<file path="src/rtl/dest_fetch_pkg.sv">
// Shared field widths for the fragment triple and counter/index sizing helpers.
package dest_fetch_pkg;

    localparam int DF_PIXEL_WIDTH = 16;
    localparam int DF_ADDR_WIDTH  = 16;

    // Bits needed to hold a count from 0 to depth inclusive.
    function automatic int df_cnt_width(input int depth);
        return (depth < 1) ? 1 : $clog2(depth + 1);
    endfunction

    function automatic int df_idx_width(input int depth);
        return (depth < 2) ? 1 : $clog2(depth);
    endfunction

endpackage

</file>
<file path="src/rtl/dest_fetch_fwft.sv">
// First-word-fall-through FIFO; the head entry is visible whenever o_empty is low.
module fwft_fifo
    import dest_fetch_pkg::*;
#(
    parameter int WIDTH = 8,
    parameter int DEPTH = 4
) (
    input  logic                           i_clk,
    input  logic                           i_reset,
    input  logic                           i_push,
    input  logic [WIDTH-1:0]               i_data,
    input  logic                           i_pop,
    output logic [WIDTH-1:0]               o_data,
    output logic                           o_empty,
    output logic [df_cnt_width(DEPTH)-1:0] o_count
);

    localparam int CW = df_cnt_width(DEPTH);
    localparam int IW = df_idx_width(DEPTH);

    logic [WIDTH-1:0] r_mem [DEPTH];
    logic [IW-1:0]    r_rd_ptr;
    logic [IW-1:0]    r_wr_ptr;
    logic [CW-1:0]    r_count;
    logic             w_do_push;
    logic             w_do_pop;

    assign w_do_push = i_push && (r_count != CW'(DEPTH));
    assign w_do_pop  = i_pop && (r_count != '0);

    always_ff @(posedge i_clk) begin
        if (i_reset) begin
            for (int i = 0; i < DEPTH; i++) r_mem[i] <= '0;
            r_rd_ptr <= '0;
            r_wr_ptr <= '0;
            r_count  <= '0;
        end else begin
            if (w_do_push) begin
                r_mem[r_wr_ptr] <= i_data;
                r_wr_ptr        <= (r_wr_ptr == IW'(DEPTH - 1)) ? '0 : r_wr_ptr + 1'b1;
            end
            if (w_do_pop) begin
                r_rd_ptr <= (r_rd_ptr == IW'(DEPTH - 1)) ? '0 : r_rd_ptr + 1'b1;
            end
            r_count <= r_count + CW'(w_do_push) - CW'(w_do_pop);
        end
    end

    assign o_data  = r_mem[r_rd_ptr];
    assign o_empty = (r_count == '0);
    assign o_count = r_count;

endmodule

</file>
<file path="src/rtl/dest_fetch.sv">
// Destination-read stage: issues framebuffer reads, realigns returning data with
// the fragment, and stalls fragments whose address has an unretired write.
module dest_fetch
    import dest_fetch_pkg::*;
#(
    parameter int PIXEL_WIDTH  = DF_PIXEL_WIDTH,
    parameter int ADDR_WIDTH   = DF_ADDR_WIDTH,
    parameter int READ_LATENCY = 2,
    parameter int HAZARD_DEPTH = 4
) (
    input  logic                   aclk,
    input  logic                   reset,
    input  logic                   s_frag_valid,
    output logic                   s_frag_ready,
    input  logic [ADDR_WIDTH-1:0]  s_frag_addr,
    input  logic [PIXEL_WIDTH-1:0] s_frag_source,
    output logic                   fb_rd_en,
    output logic [ADDR_WIDTH-1:0]  fb_rd_addr,
    input  logic [PIXEL_WIDTH-1:0] fb_rd_data,
    output logic                   m_valid,
    input  logic                   m_ready,
    output logic [ADDR_WIDTH-1:0]  m_addr,
    output logic [PIXEL_WIDTH-1:0] m_source,
    output logic [PIXEL_WIDTH-1:0] m_dest,
    input  logic                   wb_done
);

    localparam int OUT_DEPTH = READ_LATENCY + 2;
    localparam int OCW       = df_cnt_width(OUT_DEPTH);
    localparam int IFW       = df_cnt_width(READ_LATENCY);
    localparam int SW        = df_cnt_width(2 * OUT_DEPTH);
    localparam int HCW       = df_cnt_width(HAZARD_DEPTH);
    localparam int HIW       = df_idx_width(HAZARD_DEPTH);
    localparam int TW        = ADDR_WIDTH + 2 * PIXEL_WIDTH;

    logic [READ_LATENCY-1:0] r_sr_valid;
    logic [ADDR_WIDTH-1:0]   r_sr_addr [READ_LATENCY];
    logic [PIXEL_WIDTH-1:0]  r_sr_src  [READ_LATENCY];

    logic [ADDR_WIDTH-1:0]   r_haz_addr [HAZARD_DEPTH];
    logic [HAZARD_DEPTH-1:0] r_haz_vld;
    logic [HIW-1:0]          r_haz_wr;
    logic [HIW-1:0]          r_haz_rd;
    logic [HCW-1:0]          r_haz_count;

    logic [IFW-1:0] w_inflight;
    logic [OCW-1:0] w_out_count;
    logic [SW-1:0]  w_used;
    logic           w_addr_hit;
    logic           w_accept;
    logic           w_haz_pop;
    logic           w_tail_push;
    logic           w_out_empty;
    logic           w_out_pop;
    logic [TW-1:0]  w_head;

    always_comb begin
        w_inflight = '0;
        for (int i = 0; i < READ_LATENCY; i++) w_inflight = w_inflight + IFW'(r_sr_valid[i]);
        w_addr_hit = 1'b0;
        for (int i = 0; i < HAZARD_DEPTH; i++) begin
            if (r_haz_vld[i] && (r_haz_addr[i] == s_frag_addr)) w_addr_hit = 1'b1;
        end
    end

    // Credits cover both the read pipe and the buffer, so a stalled output can never overflow.
    assign w_used       = SW'(w_inflight) + SW'(w_out_count);
    assign s_frag_ready = !reset && (w_used < SW'(OUT_DEPTH))
                          && (r_haz_count < HCW'(HAZARD_DEPTH)) && !w_addr_hit;
    assign w_accept     = s_frag_valid && s_frag_ready;
    assign fb_rd_en     = w_accept;
    assign fb_rd_addr   = s_frag_addr;
    assign w_haz_pop    = wb_done && (r_haz_count != '0);
    assign w_tail_push  = r_sr_valid[READ_LATENCY-1] && !reset;

    always_ff @(posedge aclk) begin
        if (reset) begin
            r_sr_valid <= '0;
            for (int i = 0; i < READ_LATENCY; i++) begin
                r_sr_addr[i] <= '0;
                r_sr_src[i]  <= '0;
            end
        end else begin
            r_sr_valid[0] <= w_accept;
            r_sr_addr[0]  <= s_frag_addr;
            r_sr_src[0]   <= s_frag_source;
            for (int i = 1; i < READ_LATENCY; i++) begin
                r_sr_valid[i] <= r_sr_valid[i-1];
                r_sr_addr[i]  <= r_sr_addr[i-1];
                r_sr_src[i]   <= r_sr_src[i-1];
            end
        end
    end

    // Push and pop never target the same slot: that would need the table both empty and full.
    always_ff @(posedge aclk) begin
        if (reset) begin
            for (int i = 0; i < HAZARD_DEPTH; i++) r_haz_addr[i] <= '0;
            r_haz_vld   <= '0;
            r_haz_wr    <= '0;
            r_haz_rd    <= '0;
            r_haz_count <= '0;
        end else begin
            if (w_accept) begin
                r_haz_addr[r_haz_wr] <= s_frag_addr;
                r_haz_vld[r_haz_wr]  <= 1'b1;
                r_haz_wr <= (r_haz_wr == HIW'(HAZARD_DEPTH - 1)) ? '0 : r_haz_wr + 1'b1;
            end
            if (w_haz_pop) begin
                r_haz_vld[r_haz_rd] <= 1'b0;
                r_haz_rd <= (r_haz_rd == HIW'(HAZARD_DEPTH - 1)) ? '0 : r_haz_rd + 1'b1;
            end
            r_haz_count <= r_haz_count + HCW'(w_accept) - HCW'(w_haz_pop);
        end
    end

    assign w_out_pop = !w_out_empty && m_ready;

    fwft_fifo #(
        .WIDTH (TW),
        .DEPTH (OUT_DEPTH)
    ) u_out_fifo (
        .i_clk   (aclk),
        .i_reset (reset),
        .i_push  (w_tail_push),
        .i_data  ({r_sr_addr[READ_LATENCY-1], r_sr_src[READ_LATENCY-1], fb_rd_data}),
        .i_pop   (w_out_pop),
        .o_data  (w_head),
        .o_empty (w_out_empty),
        .o_count (w_out_count)
    );

    assign m_valid  = !w_out_empty;
    assign m_addr   = w_head[TW-1 -: ADDR_WIDTH];
    assign m_source = w_head[2*PIXEL_WIDTH-1 -: PIXEL_WIDTH];
    assign m_dest   = w_head[PIXEL_WIDTH-1:0];

endmodule

</file>
<file path="config.mk">
export PLATFORM = sky130hd
export DESIGN_NAME = dest_fetch
export DESIGN_NICKNAME = d
export VERILOG_FILES = /design/src/rtl/dest_fetch_pkg.sv /design/src/rtl/dest_fetch_fwft.sv /design/src/rtl/dest_fetch.sv
export SDC_FILE = /design/constraint.sdc
export NUM_CORES = 1
export LEC_CHECK = 0
export ABC_CLOCK_PERIOD_IN_PS = 9200
export BUFFER_PORTS_ARGS = -buffer_cell sky130_fd_sc_hd__buf_2
export CORE_MARGIN = 10
export CORE_UTILIZATION = 64
export CTS_CLUSTER_DIAMETER = 50
export DETAILED_ROUTE_END_ITERATION = 10
export PLACE_DENSITY = 0.95
export SYNTH_ARGS = -nofsm -noshare
export SYNTH_HDL_FRONTEND = slang
export SYNTH_SLANG_ARGS = --single-unit
</file>
<file path="constraint.sdc">
create_clock -name aclk -period 9.2 [get_ports aclk]
set_input_delay 0.92 -clock aclk [delete_from_list [all_inputs] [get_ports aclk]]
set_output_delay 0.92 -clock aclk [all_outputs]
set_load 0.03 [all_outputs]
</file>
==> impl_results.html <==
<table>
<tr><th>Metric</th><th>Value</th></tr>
<tr><th colspan="2">Timing</th></tr>
<tr><td>Worst slew margin relative to its limit</td><td>0.3015</td></tr>
<tr><td>Tcrit/Tclk final</td><td>0.4545</td></tr>
<tr><td>Fmax</td><td>239.1 MHz</td></tr>
<tr><td>Final Hold Vio Count</td><td>0</td></tr>
<tr><td>Slew of the pin with the lowest slew margin</td><td>1.046 ns</td></tr>
<tr><td>Unrepaired setup endpoints after global routing</td><td>no</td></tr>
<tr><td>Clk_skew</td><td>0.02948 ns</td></tr>
<tr><td>Final WS setup</td><td>5.018 ns</td></tr>
<tr><td>Min Clock Period, post-route</td><td>4.182 ns</td></tr>
<tr><td>Final count of negative-setup-slack endpoints</td><td>0</td></tr>
<tr><td>Number of pins exceeding their max-slew limit in the final report</td><td>0</td></tr>
<tr><td>Aggregate negative setup slack</td><td>0 ns</td></tr>
<tr><th colspan="2">Worst hold path</th></tr>
<tr><td>Path category of the worst min-delay check</td><td>reg2reg</td></tr>
<tr><td>HP Start</td><td>r_sr_src[0][11]</td></tr>
<tr><th colspan="2">Clock network</th></tr>
<tr><td>Clock latency of the later-clocked register in the worst-skew pair</td><td>0.51 ns</td></tr>
<tr><td>H-tree depth reported by CTS</td><td>2</td></tr>
<tr><td>Total of hold buffers inserted after clock tree synthesis</td><td>0</td></tr>
<tr><td>Clock tree from TritonCTS</td><td>yes</td></tr>
<tr><td>Num CTS Buffers</td><td>34</td></tr>
<tr><td>Number of setup buffers added after CTS</td><td>0</td></tr>
<tr><td>Number of resized instances in the post-cts repair step</td><td>0</td></tr>
<tr><td>Clock buffer depth</td><td>3</td></tr>
<tr><td># clock sinks</td><td>342</td></tr>
<tr><td>Clock slew seen by the registers of the worst setup and hold paths</td><td>0.06 ns</td></tr>
<tr><td>Clk Tree Root Cell</td><td>clkbuf_16</td></tr>
<tr><th colspan="2">Floorplan</th></tr>
<tr><td>Number of core rows</td><td>54</td></tr>
<tr><td>Standard cell core area</td><td>22030 um2</td></tr>
<tr><td>I/O pins</td><td>120</td></tr>
<tr><td>Starting density of the core</td><td>0.6556</td></tr>
<tr><td>Total die area</td><td>28970 um2</td></tr>
<tr><td>Vertical die dimension</td><td>170.2 um</td></tr>
<tr><td>Die width</td><td>170.2 um</td></tr>
<tr><th colspan="2">Cells and area</th></tr>
<tr><td>Post-layout nets</td><td>1166</td></tr>
<tr><td>Most common cell after layout, fill and taps aside</td><td>edfxtp_1</td></tr>
<tr><td>Antenna fix cells</td><td>0</td></tr>
<tr><td>Layout overhead on the synthesized area</td><td>12.30%</td></tr>
<tr><td>Most used cells in the layout excluding fill and tap cells</td><td>edfxtp_1 (256), and2_1 (192), buf_2 (119)</td></tr>
<tr><td>Ratio of cells with drive above 1 in the final layout</td><td>0.2330</td></tr>
<tr><th colspan="2">Global routing</th></tr>
<tr><td>Total routing usage reported by global routing</td><td>0.2092</td></tr>
<tr><td>Via count of the first global-routing pass</td><td>8508</td></tr>
<tr><td>Aggregate global routing overflow</td><td>0</td></tr>
<tr><td>Largest net degree at the start of global routing</td><td>92</td></tr>
<tr><td>Global-route wire length before repair</td><td>47400 um</td></tr>
<tr><td>Antenna violations before repair</td><td>0</td></tr>
<tr><th colspan="2">Synth</th></tr>
<tr><td>Number of standard cells after synthesis</td><td>1014</td></tr>
<tr><td>Dominant combinational cell family by area after synthesis</td><td>simple AND/OR/NAND/NOR gates</td></tr>
<tr><td>Fraction of synthesis flops using an asynchronous set or reset pin</td><td>0</td></tr>
<tr><td>Avg Inst Size Synth</td><td>14.24 um2</td></tr>
<tr><td>Synth Area in Compound Gates</td><td>0.01412</td></tr>
<tr><td>Xor and xnor area share after synthesis</td><td>0.04064</td></tr>
<tr><td>Number of synthesized flops with an enable pin</td><td>256</td></tr>
<tr><td>Area share of and/or/nand/nor cells after synthesis</td><td>0.1658</td></tr>
<tr><td>Yosys cell types</td><td>41</td></tr>
<tr><td>Total number of yosys warnings</td><td>0</td></tr>
<tr><td>Yosys reg bits</td><td>342</td></tr>
<tr><td>Post-synthesis sequential area ratio</td><td>0.6516</td></tr>
<tr><td>Cell area after synthesis</td><td>14440 um2</td></tr>
<tr><td>Share of synthesized cell area in full adder, half adder and majority cells</td><td>0.01664</td></tr>
<tr><td>Mapped Nets</td><td>1085</td></tr>
<tr><td>Most frequently used flop master after synthesis</td><td>edfxtp_1</td></tr>
<tr><td>Multiplexer share of the synthesized area</td><td>0.07642</td></tr>
<tr><th colspan="2">Setup path</th></tr>
<tr><td>Critical register-to-register path startpoint</td><td>u_out_fifo.o_count[0]</td></tr>
<tr><td>Arrival time worst endpoint</td><td>3.26 ns</td></tr>
<tr><td>Maximum net fanout on the critical path</td><td>69</td></tr>
<tr><td>Most numerous cell on the critical path</td><td>buf_2</td></tr>
<tr><td>Critical Path Source Type</td><td>primary input</td></tr>
<tr><td>CP endpoint kind</td><td>output pin</td></tr>
<tr><td>Delay of the slowest cell on the worst path</td><td>0.60 ns</td></tr>
<tr><td>CP Data Required Time</td><td>8.28 ns</td></tr>
<tr><td>Critical path class</td><td>in2out</td></tr>
<tr><td>Origin of the worst setup path</td><td>s_frag_addr[10]</td></tr>
<tr><td>Slowest stage cell, crit path</td><td>buf_4</td></tr>
<tr><td>Cell chain of the critical path</td><td>buf_2 &gt; xnor2_1 &gt; nand4_1 &gt; nor4_1 &gt; and3_1 &gt; or3_2 &gt; buf_4 &gt; inv_1 &gt; buf_2</td></tr>
<tr><th colspan="2">Route</th></tr>
<tr><td>Number of detailed-routing iterations run before antenna repair</td><td>5</td></tr>
<tr><td>Per-cell via count in the routed design</td><td>5.933</td></tr>
<tr><td>Number of design-rule violations left by the first detailed-router iteration</td><td>843</td></tr>
<tr><td>WL final</td><td>30240 um</td></tr>
<tr><td>Detail-routed net length per standard cell</td><td>21.60 um</td></tr>
<tr><td>DRC</td><td>0</td></tr>
<tr><td>Antenna-violating nets left</td><td>0</td></tr>
<tr><td>Total number of vias</td><td>8306</td></tr>
<tr><th colspan="2">Power and ir drop</th></tr>
<tr><td>Share of power burned in the clock network</td><td>0.348</td></tr>
<tr><td>Part of the power in combinational logic</td><td>0.175</td></tr>
<tr><td>Cell Int Power</td><td>0.002849 W</td></tr>
<tr><td>P_sw</td><td>0.001110 W</td></tr>
<tr><td>Total power density per cell area</td><td>244.1 nW/um2</td></tr>
<tr><td>Power share of the sequential group</td><td>0.478</td></tr>
<tr><td>Leakage power figure</td><td>6.166 nW</td></tr>
<tr><td>Worst ir drop on vdd</td><td>0.1367 mV</td></tr>
<tr><td>Switching part of the total power</td><td>0.2804</td></tr>
<tr><th colspan="2">Placed design</th></tr>
<tr><td>Global placement routability congestion</td><td>0.8515</td></tr>
<tr><td>Detailed placement HPWL</td><td>17950 um</td></tr>
<tr><td>Count of buffers inserted at the top-level ports</td><td>119</td></tr>
<tr><td>Setup WS pre-CTS</td><td>4.985 ns</td></tr>
<tr><th colspan="2">Flow run</th></tr>
<tr><td>Max-cap viol count</td><td>0</td></tr>
<tr><th colspan="2">Run status</th></tr>
<tr><td>Result of the run</td><td>completed</td></tr>
</table>
## state kept, by name, indices dropped and copies added (netlist names), named ones only
name	count
u_out_fifo.r_wr_ptr	2
r_sr_valid	2
r_haz_vld	4
r_sr_src	32
r_sr_addr	32
r_haz_addr	64
r_haz_count	3
r_haz_rd	2
u_out_fifo.r_mem	192
r_haz_wr	2
u_out_fifo.r_rd_ptr	2
u_out_fifo.o_count	3
## stage by stage
stage	power [W]	std cells	hold WS [ns]	utilization	area (um2)
finish	0.003959	1400	0.4339	0.7363	16220
global route	0.004105	1400	0.4526	0.7363	16220
CTS	0.003981	1400	0.4376	0.7363	16220
detailed placement	0.002616	1339	0.4233	0.6856	15100
global placement	0.002590	1339	0.4164	0.6856	15100
floorplan	0.002424	1014	0.4138	-	14440
## power groups by stage
stage | clock, W | combinational [W] | sequential [W]
2_1_floorplan | 0 | 0.000585 | 0.00184
3_3_place_gp | 0 | 0.000674 | 0.00192
3_5_place_dp | 0 | 0.000692 | 0.00192
4_1_cts | 0.00139 | 0.000696 | 0.00189
5_1_grt | 0.00145 | 0.000742 | 0.00191
6_report | 0.00138 | 0.000692 | 0.00189
## synthesized netlist by cell type (3+ instances only)
cell type / n / area share
or3_1: 3 / 0.0013
buf_4: 16 / 0.0083
mux4_2: 48 / 0.075
a21oi_1: 7 / 0.0024
buf_1: 4 / 0.0010
ha_1: 16 / 0.014
nor2b_1: 68 / 0.029
inv_1: 15 / 0.0039
a211oi_1: 4 / 0.0021
nor2_1: 34 / 0.0088
xnor2_1: 22 / 0.013
nor3_1: 38 / 0.013
dfxtp_1: 86 / 0.12
o31ai_1: 3 / 0.0016
buf_2: 23 / 0.0080
o21a_1: 4 / 0.0021
edfxtp_1: 256 / 0.53
xor2_1: 45 / 0.027
nand2_1: 28 / 0.0073
or2_2: 3 / 0.0013
nor4_2: 8 / 0.0069
nand4_1: 6 / 0.0026
buf_6: 3 / 0.0023
nor4_1: 19 / 0.0082
and2_1: 192 / 0.083
clkbuf_1: 43 / 0.011
## kinds of logic (layout without fill, tap and decap cells)
group | after synthesis | count (layout)
simple gates | 406 | 406
flops | 342 | 342
buf+inv | 104 | 210
xor+xnor | 67 | 67
mux | 50 | 50
compound gates | 27 | 27
fa+ha+maj | 18 | 18
## layout make-up
class | count | area (um2)
tap | 280 | 350.3
inverter | 15 | 56.30
sequential | 342 | 9414
timing repair buffer | 134 | 708.2
clock inverter | 18 | 178.9
clock buffer | 43 | 935.9
fill | 1282 | 5809
multi-input combinational | 568 | 4573
## worst max-delay path, delay by kind of cell
kind / cells / cell delay, ns
XOR/XNOR: 1 / 0.24
buffers and inverters: 4 / 1.05
AND/OR/NAND/NOR: 4 / 1.03
## final timing paths
| check | end | slack (ns) | cells after the start |
|---|---|---|---|
| worst max-delay path | s_frag_ready | 5.02 | 9 |
| worst min-delay path | r_sr_src[0][27] | 0.43 | 1 |
| worst max register to register | r_haz_addr[0][6] | 5.37 | 9 |
| worst min register to register | r_sr_src[0][27] | 0.43 | 1 |
## layer usage
| layer | up-vias | routed length [um] | GRT usage |
|---|---|---|---|
| li1 | 3724 | - | - |
| met5 | - | 0 | 0 |
| met4 | 0 | 768 | 0.06255 |
| met2 | 373 | 15240 | 0.3529 |
| met3 | 58 | 2284 | 0.03609 |
| met1 | 4151 | 11940 | 0.2737 |
(Power assumes the default switching activity.)
